==> src/rtl/seq_player.sv <==
// Symbol recorder/player: captures channel edges into a small ring buffer
// and replays the stored codes as timed show/gap slots on a go edge.
module seq_player #(
  parameter  int NUM_CH   = 4,
  parameter  int DEPTH    = 16,
  parameter  int TICK_DIV = 25000000,
  localparam int CODE_W   = $clog2(NUM_CH+1),
  localparam int CNT_W    = $clog2(DEPTH)+1
) (
  input  logic              clock,
  input  logic              reset,
  input  logic [NUM_CH-1:0] ch_in,
  input  logic              go,
  input  logic              clear,
  output logic [CODE_W-1:0] out_code,
  output logic              out_valid,
  output logic              busy,
  output logic [CNT_W-1:0]  count,
  output logic              full,
  output logic              overflow
);

  localparam int PTR_W  = $clog2(DEPTH);
  localparam int TICK_W = $clog2(TICK_DIV);

  typedef enum logic [1:0] {
    S_IDLE,
    S_SHOW,
    S_GAP
  } state_t;

  state_t              r_state;
  state_t              w_nxt;
  logic [NUM_CH-1:0]   r_ch;
  logic                r_go;
  logic [TICK_W-1:0]   r_tick;
  logic [PTR_W-1:0]    r_wp;
  logic [PTR_W-1:0]    r_rd;
  logic [CNT_W-1:0]    r_idx;
  logic [CNT_W-1:0]    r_count;
  logic                r_full;
  logic                r_ovf;
  logic [CODE_W-1:0]   r_code;
  logic                r_valid;
  logic                r_busy;
  logic [CODE_W-1:0]   r_mem [DEPTH];

  logic [NUM_CH-1:0]   w_ch_rise;
  logic                w_go_rise;
  logic [CODE_W-1:0]   w_code;
  logic                w_tick_end;
  logic                w_last;
  logic                w_rec;
  logic                w_start;

  assign w_ch_rise  = ch_in & ~r_ch;
  assign w_go_rise  = go & ~r_go;
  assign w_tick_end = (r_tick == TICK_W'(TICK_DIV-1));
  assign w_last     = (r_idx == r_count - CNT_W'(1));
  assign w_rec      = (r_state == S_IDLE) && (|w_ch_rise) && !clear;
  assign w_start    = (r_state == S_IDLE) && w_go_rise &&
                      (r_count != '0) && !clear;

  // lowest edged channel wins; the rest are silently dropped
  always_comb begin
    w_code = '0;
    for (int i = NUM_CH-1; i >= 0; i--) begin
      if (w_ch_rise[i]) w_code = CODE_W'(i+1);
    end
  end

  always_comb begin
    w_nxt = r_state;
    unique case (r_state)
      S_IDLE: if (w_go_rise && r_count != '0) w_nxt = S_SHOW;
      S_SHOW: if (w_tick_end) w_nxt = S_GAP;
      S_GAP:  if (w_tick_end) w_nxt = w_last ? S_IDLE : S_SHOW;
      default: w_nxt = S_IDLE;
    endcase
    if (clear) w_nxt = S_IDLE;
  end

  always_ff @(posedge clock or negedge reset) begin
    if (!reset) begin
      r_state <= S_IDLE;
      r_ch    <= '0;
      r_go    <= 1'b0;
      r_tick  <= '0;
    end else begin
      r_state <= w_nxt;
      r_ch    <= ch_in;
      r_go    <= go;
      if (w_nxt != r_state || w_tick_end) r_tick <= '0;
      else                                r_tick <= r_tick + TICK_W'(1);
    end
  end

  // read pointer starts at the oldest entry: write pointer minus count
  always_ff @(posedge clock or negedge reset) begin
    if (!reset) begin
      r_wp    <= '0;
      r_rd    <= '0;
      r_idx   <= '0;
      r_count <= '0;
      r_full  <= 1'b0;
      r_ovf   <= 1'b0;
    end else if (clear) begin
      r_wp    <= '0;
      r_rd    <= '0;
      r_idx   <= '0;
      r_count <= '0;
      r_full  <= 1'b0;
      r_ovf   <= 1'b0;
    end else begin
      if (w_rec) begin
        if (r_full) begin
          r_ovf <= 1'b1;
        end else begin
          r_wp    <= r_wp + PTR_W'(1);
          r_count <= r_count + CNT_W'(1);
          r_full  <= (r_count + CNT_W'(1) == CNT_W'(DEPTH));
        end
      end
      if (w_start) begin
        r_rd  <= r_wp - PTR_W'(r_count);
        r_idx <= '0;
      end else if (r_state == S_GAP && w_tick_end && !w_last) begin
        r_rd  <= r_rd + PTR_W'(1);
        r_idx <= r_idx + CNT_W'(1);
      end
    end
  end

  always_ff @(posedge clock) begin
    if (w_rec && !r_full) r_mem[r_wp] <= w_code;
  end

  always_ff @(posedge clock or negedge reset) begin
    if (!reset) begin
      r_code  <= '0;
      r_valid <= 1'b0;
      r_busy  <= 1'b0;
    end else if (clear) begin
      r_code  <= '0;
      r_valid <= 1'b0;
      r_busy  <= 1'b0;
    end else begin
      r_valid <= (r_state == S_SHOW);
      r_code  <= (r_state == S_SHOW) ? r_mem[r_rd] : '0;
      r_busy  <= (r_state != S_IDLE);
    end
  end

  assign out_code  = r_code;
  assign out_valid = r_valid;
  assign busy      = r_busy;
  assign count     = r_count;
  assign full      = r_full;
  assign overflow  = r_ovf;

endmodule

==> config.mk <==
export PLATFORM = sky130hd
export DESIGN_NAME = seq_player
export DESIGN_NICKNAME = d
export VERILOG_FILES = /design/src/rtl/seq_player.sv
export SDC_FILE = /design/constraint.sdc
export NUM_CORES = 1
export LEC_CHECK = 0
export ABC_AREA = 1
export BUFFER_PORTS_ARGS = -buffer_cell sky130_fd_sc_hd__buf_2
export CELL_PAD_IN_SITES_DETAIL_PLACEMENT = 1
export CELL_PAD_IN_SITES_GLOBAL_PLACEMENT = 2
export CORE_MARGIN = 1.5
export CORE_UTILIZATION = 38
export CTS_CLUSTER_DIAMETER = 60
export CTS_CLUSTER_SIZE = 20
export DETAILED_ROUTE_END_ITERATION = 10
export PLACE_DENSITY_LB_ADDON = 0.1
export SLEW_MARGIN = 20
export SYNTH_ARGS = -nofsm -noshare
export SYNTH_HDL_FRONTEND = slang
export SYNTH_SLANG_ARGS = --single-unit
==> constraint.sdc <==
create_clock -name clock -period 4.53 [get_ports clock]
set_input_delay 0.6795 -clock clock [delete_from_list [all_inputs] [get_ports clock]]
set_output_delay 0.6795 -clock clock [all_outputs]
set_load 0.03 [all_outputs]
## Word-level counts from Yosys, hierarchy flattened

Memories as Yosys holds them, arrays and structs flattened.
Cells that the tools add are included.
Widths: inputs -> output; s select.

- $add $sub $neg: 7
- Muxes and demuxes: 35
- Eq/ne operators: 7
- Bitwise gates (word level): 4
- Reductions and logical operators: 22

Operator list:

| operator | number |
|---|---|
| $mux 5 | 6 |
| $add 25x1->25 const B | 1 |
| $eq 25x25->1 const B | 1 |
| $mux 25 | 1 |
| $mux 4 | 6 |
| $mux 3 | 6 |
| $mux 1 | 11 |
| $add 5x1->5 const B | 2 |
| $logic_and 1x1->1 | 9 |
| $add 4x1->4 const B | 2 |
| $mux 2 | 4 |
| $pmux 2 s3 | 1 |
| $reduce_bool 2->1 | 3 |
| $eq 5x5->1 | 1 |
| $eq 5x5->1 const B | 1 |
| $reduce_bool 5->1 | 1 |
| $sub 5x1->5 const B | 1 |
| $and 4x4->4 | 1 |
| $not 4->4 | 1 |
| $reduce_and 2->1 | 2 |
| $reduce_or 4->1 | 1 |
| $sub 4x4->4 | 1 |
| $logic_not 1->1 | 3 |
| $reduce_bool 3->1 | 1 |
| other kinds (8) | 8 |

- Logic and storage cells: 89
- Bits in writable memories: 48
- Bits of input ports: 8
- Output and inout bits: 12
- Register bits: 57
- Memories kept: 1

Memory list:

| name | words | bits a word | rd ports | clocked after Yosys merged registers in | wr ports | RTL line | text |
|---|---|---|---|---|---|---|---|
| r_mem | 16 | 3 | 1 | 0 | 1 | 46 | `logic [CODE_W-1:0] r_mem [DEPTH];` |

## Logic depth before layout (Yosys ltp)

- Depth after elaboration: 9
- Gate-level depth with buffers: 16

## Worst setup path after synthesis

OpenSTA, ideal clock, no wires.

- Path kind: in2reg
- Start: input port ch_in[0]
- End: memory r_mem[0][0] (netlist name) (enable)
- Arrival time: 1896 ps
- Library setup time: 319 ps
- Slack: 2315 ps
- Buffers on the path: 0
- Stages on the path: 7
- Cells stage by stage: inv_1 > or2_2 > a31oi_1 > nand3_1 > inv_1 > nand2_1 > nor2_1

- Longest elaborated chain between the ends: 7

Ends and longest elaborated chain:

| item | RTL line | text |
|---|---|---|
| from (decl) | 12 | `input logic [NUM_CH-1:0] ch_in,` |
| $and 4x4->4 | 56 | `assign w_ch_rise = ch_in & ~r_ch;` |
| $reduce_or 4->1 | 60 | `assign w_rec = (r_state == S_IDLE) && (\|w_ch_rise) && !clear;` |
| $logic_and 1x1->1 (2 in a row) | 60 |  |
| $logic_and 1x1->1 | 135 | `if (w_rec && !r_full) r_mem[r_wp] <= w_code;` |
| $mux 1 | 135 |  |
| $mux 1 (not written as such) | 135 |  |
| to (decl) | 46 |  |

Every way passes these cells.

## Worst setup path in the final report

- Start: input port ch_in[0]
- End: memory r_mem[15][2] (netlist name) (enable)

Same word-level chain as after synthesis.

==> insert_results.sql <==
INSERT INTO impl_metrics (metric_group, metric, value, unit) VALUES
('power_and_ir_drop', 'p_leak', '2.34', 'nW'),
('setup_path', 'cp_data_arrival_time', '2.55', 'ns'),
('yosys', 'asyncSetResetFlopFracSynth', '54.3', '%'),
('status', 'run_status', 'finished clean', ''),
('finish', 'diodes', '0', ''),
('routing', 'route.vias.total', '3787', ''),
('place', 'placed_instance_count', '738', ''),
('setup_path', 'critical_path.endpoint_type', 'flop', ''),
('routing', 'drt.antenna.violating_nets', '0', ''),
('sta', 'fmaxAchievable', '398', 'MHz'),
('setup_path', 'crit_required', '4.57', 'ns'),
('grt', 'grt_use_total', '19.9', '%'),
('yosys', 'synth_flop_cell', 'sky130_fd_sc_hd__dfrtp_1', ''),
('floorplanning', 'std_cell_rows', '42', ''),
('sta', 'timing_hold_violations_final', '0', ''),
('clocking', 'ctsLongestPathBuffers', '2', ''),
('yosys', 'post_synth_instance_area', '5180', 'sq um'),
('yosys', 'nets_in_the_synthesized_netlist', '573', ''),
('power_and_ir_drop', 'power_density', '422', 'nW/um^2'),
('clocking', 'ctsResizeCount', '0', ''),
('setup_path', 'timing_worst_setup_path_type', 'in2reg', ''),
('sta', 'setup-violations-final', '0', ''),
('grt', 'global_route_wire_length_before_repair', '21800', 'microns'),
('sta', 'final.min_clock_period', '2.51', 'ns'),
('clocking', 'numCtsBuffers', '9', ''),
('clocking', 'clk_pin_slew', '0.08', 'ns'),
('grt', 'first_global_vias', '4035', ''),
('place', 'dpl.hpwl', '9570', 'microns'),
('floorplanning', 'floorplan.initialDensity', '39.0', '%'),
('routing', 'sum_of_routed_wire_length_over_all_layers', '13100', 'microns'),
('power_and_ir_drop', 'power.ir.vdd_worst', '0.000180', 'V'),
('finish', 'area_growth', '12.2', '%'),
('setup_path', 'timing.reg2reg.setup_slack', '2.09', 'ns'),
('clocking', 'hold_buffers', '0', ''),
('hold_path', 'timing.hold.worst.class', 'in2reg', ''),
('yosys', 'synth.area.top_cells', 'sky130_fd_sc_hd__edfxtp_1 28%, sky130_fd_sc_hd__dfrtp_1 28%, sky130_fd_sc_hd__nor2_1 6.1%, sky130_fd_sc_hd__nand2_1 6.0%, sky130_fd_sc_hd__inv_1 4.2%', ''),
('yosys', 'avgSynthCellArea', '9.38', 'sq um'),
('clocking', 'insertion_delay', '0.36', 'ns'),
('finish', 'num-nets-final', '594', ''),
('clocking', 'cts_max_level', '3', ''),
('routing', 'drt-vias-per-instance', '5.02', ''),
('routing', 'drt_iter0_markers', '177', ''),
('clocking', 'post_cts.repair.setup_buffers', '0', ''),
('yosys', 'synth_top_area_share', '27.8', '%'),
('finish', 'final_cell_mix', '84 x sky130_fd_sc_hd__nor2_1, 83 x sky130_fd_sc_hd__nand2_1, 58 x sky130_fd_sc_hd__inv_1, 57 x sky130_fd_sc_hd__dfrtp_1, 48 x sky130_fd_sc_hd__edfxtp_1', ''),
('grt', 'grt-ovfl-total', '0', ''),
('sta', 'final_min_period_over_clock_period', '55.5', '%'),
('sta', 'hold_ws', '0.438', 'ns'),
('routing', 'detail_route.drc_violations', '0', ''),
('setup_path', 'worst-path-max-fanout', '7', ''),
('floorplanning', 'die_width', '120', 'microns'),
('routing', 'number_of_detailed_route_iterations_in_the_first_pass', '4', ''),
('setup_path', 'timing.critical_path.from', 'ch_in[0]', ''),
('sta', 'rsz0062_at_grt', 'no', ''),
('sta', 'slew_at_the_pin_with_the_worst_max_slew_slack', '0.778', 'ns'),
('floorplanning', 'placeableCoreArea', '13300', 'sq um'),
('sta', 'fin_tns_setup', '0', 'ns'),
('sta', 'slew_headroom', '48.1', '%'),
('finish', 'layout-drive-gt1-share', '12.5', '%'),
('grt', 'number_of_antenna_violations_at_the_first_check_in_global_routing', '0', ''),
('yosys', 'synth-seq-area-share', '55.4', '%'),
('grt', 'maximum_number_of_pins_on_one_net_before_global_route_repair', '58', ''),
('clocking', 'cts.sinks', '105', ''),
('setup_path', 'reg2reg_to', 'r_mem[15][2]', ''),
('floorplanning', 'fp.dieH', '120', 'microns'),
('finish', 'final_common_cell', 'sky130_fd_sc_hd__nor2_1', ''),
('yosys', 'gate_count_after_technology_mapping', '552', ''),
('floorplanning', 'floorplan.die_area', '14300', 'sq um'),
('finish', 'layoutNonFillerInstCount', '754', ''),
('yosys', 'post_synth_num_cell_types', '35', ''),
('setup_path', 'setup.worst_path.start_class', 'primary input', '');
Yosys cell counts (2+ instances only):
library cell	instances
sky130_fd_sc_hd__nor2_1	84
sky130_fd_sc_hd__clkbuf_1	9
sky130_fd_sc_hd__dfrtp_1	57
sky130_fd_sc_hd__nor2_2	23
sky130_fd_sc_hd__nand2_2	4
sky130_fd_sc_hd__nor3b_1	2
sky130_fd_sc_hd__o22ai_1	8
sky130_fd_sc_hd__buf_6	2
sky130_fd_sc_hd__ha_1	12
sky130_fd_sc_hd__nand4_1	7
sky130_fd_sc_hd__nor2_4	2
sky130_fd_sc_hd__xnor2_1	8
sky130_fd_sc_hd__inv_1	58
sky130_fd_sc_hd__a31oi_1	2
sky130_fd_sc_hd__a21boi_0	3
sky130_fd_sc_hd__edfxtp_1	48
sky130_fd_sc_hd__nor3_1	7
sky130_fd_sc_hd__nand2_1	83
sky130_fd_sc_hd__xor2_1	21
sky130_fd_sc_hd__o221ai_1	3
sky130_fd_sc_hd__nor4_1	4
sky130_fd_sc_hd__o21ai_0	43
sky130_fd_sc_hd__nand3_1	36
sky130_fd_sc_hd__a21oi_1	7
sky130_fd_sc_hd__o211ai_1	9
per-stage QoR:
stage / utilization [%] / setup slack [ns] / cell area [sq um]
floorplan: - / 2.32 / 5180
finish: 43.7 / 2.02 / 5810
global placement: 41.1 / 1.79 / 5460
detailed placement: 41.1 / 1.54 / 5460
global route: 43.7 / 1.70 / 5810
CTS: 43.7 / 1.96 / 5810
critical path, stage by stage:
cell                      delay [ns]
sky130_fd_sc_hd__buf_2          0.10
sky130_fd_sc_hd__inv_1          0.03
sky130_fd_sc_hd__or2_2          0.29
sky130_fd_sc_hd__a31oi_1        0.50
sky130_fd_sc_hd__nand3_1        0.23
sky130_fd_sc_hd__inv_1          0.24
sky130_fd_sc_hd__nand2_1        0.19
sky130_fd_sc_hd__nor2_1         0.27
worst min-delay path by stage:
stage | startpoint | to | slack (ns) | depth (start not counted)
3_5_place_dp | overflow | overflow | 0.51 | 2
4_1_cts | ch_in[1] | r_ch[1] | 0.43 | 1
5_1_grt | ch_in[1] | r_ch[1] | 0.42 | 1
6_report | ch_in[1] | r_ch[1] | 0.44 | 1
3_3_place_gp | overflow | overflow | 0.51 | 2
2_1_floorplan | reset | busy | 0.38 | 0
state kept, by name, indices dropped and copies added, names as in the netlist, 2 cells and up:
signal and count:
r_idx 5, r_tick 25, r_ch 4, r_mem 48
r_rd 4, r_wp 4, out_code 3, count 5
r_state 2
per-layer routing:
layer,part of all wire (%),global-route usage [%],vias to the layer above
met4,1.2,5.58,0
met5,0,0,-
met2,45,30.7,44
met3,2.6,4.47,15
li1,-,-,1875
met1,51,28.4,1853
final cells by class:
class / count / area [sq um]
Timing Repair Buffer: 23 / 125
Multi-Input combinational cell: 374 / 2020
Clock buffer: 9 / 225
Inverter: 60 / 225
Clock inverter: 7 / 126
Sequential cell: 105 / 2870
Fill cell: 1535 / 7480
Tap cell: 176 / 220
where the power goes:
part / internal [mW] / switching (mW) / leakage [nW] / total [mW]
sequential: 1.05 / 0.0588 / 1.21 / 1.11
combinational: 0.137 / 0.287 / 0.959 / 0.424
clock: 0.548 / 0.367 / 0.173 / 0.916
kinds of logic after synthesis:
logic type,synth area share (%)
and+or+nand+nor,22.4
DFF,55.4
AOI/OAI and AO/OA,8.45
buffers and inverters,5.63
xor gates and xnor gates,4.90
adders and majority gates,3.28
Note: power is estimated with default switching activity, not from simulation.
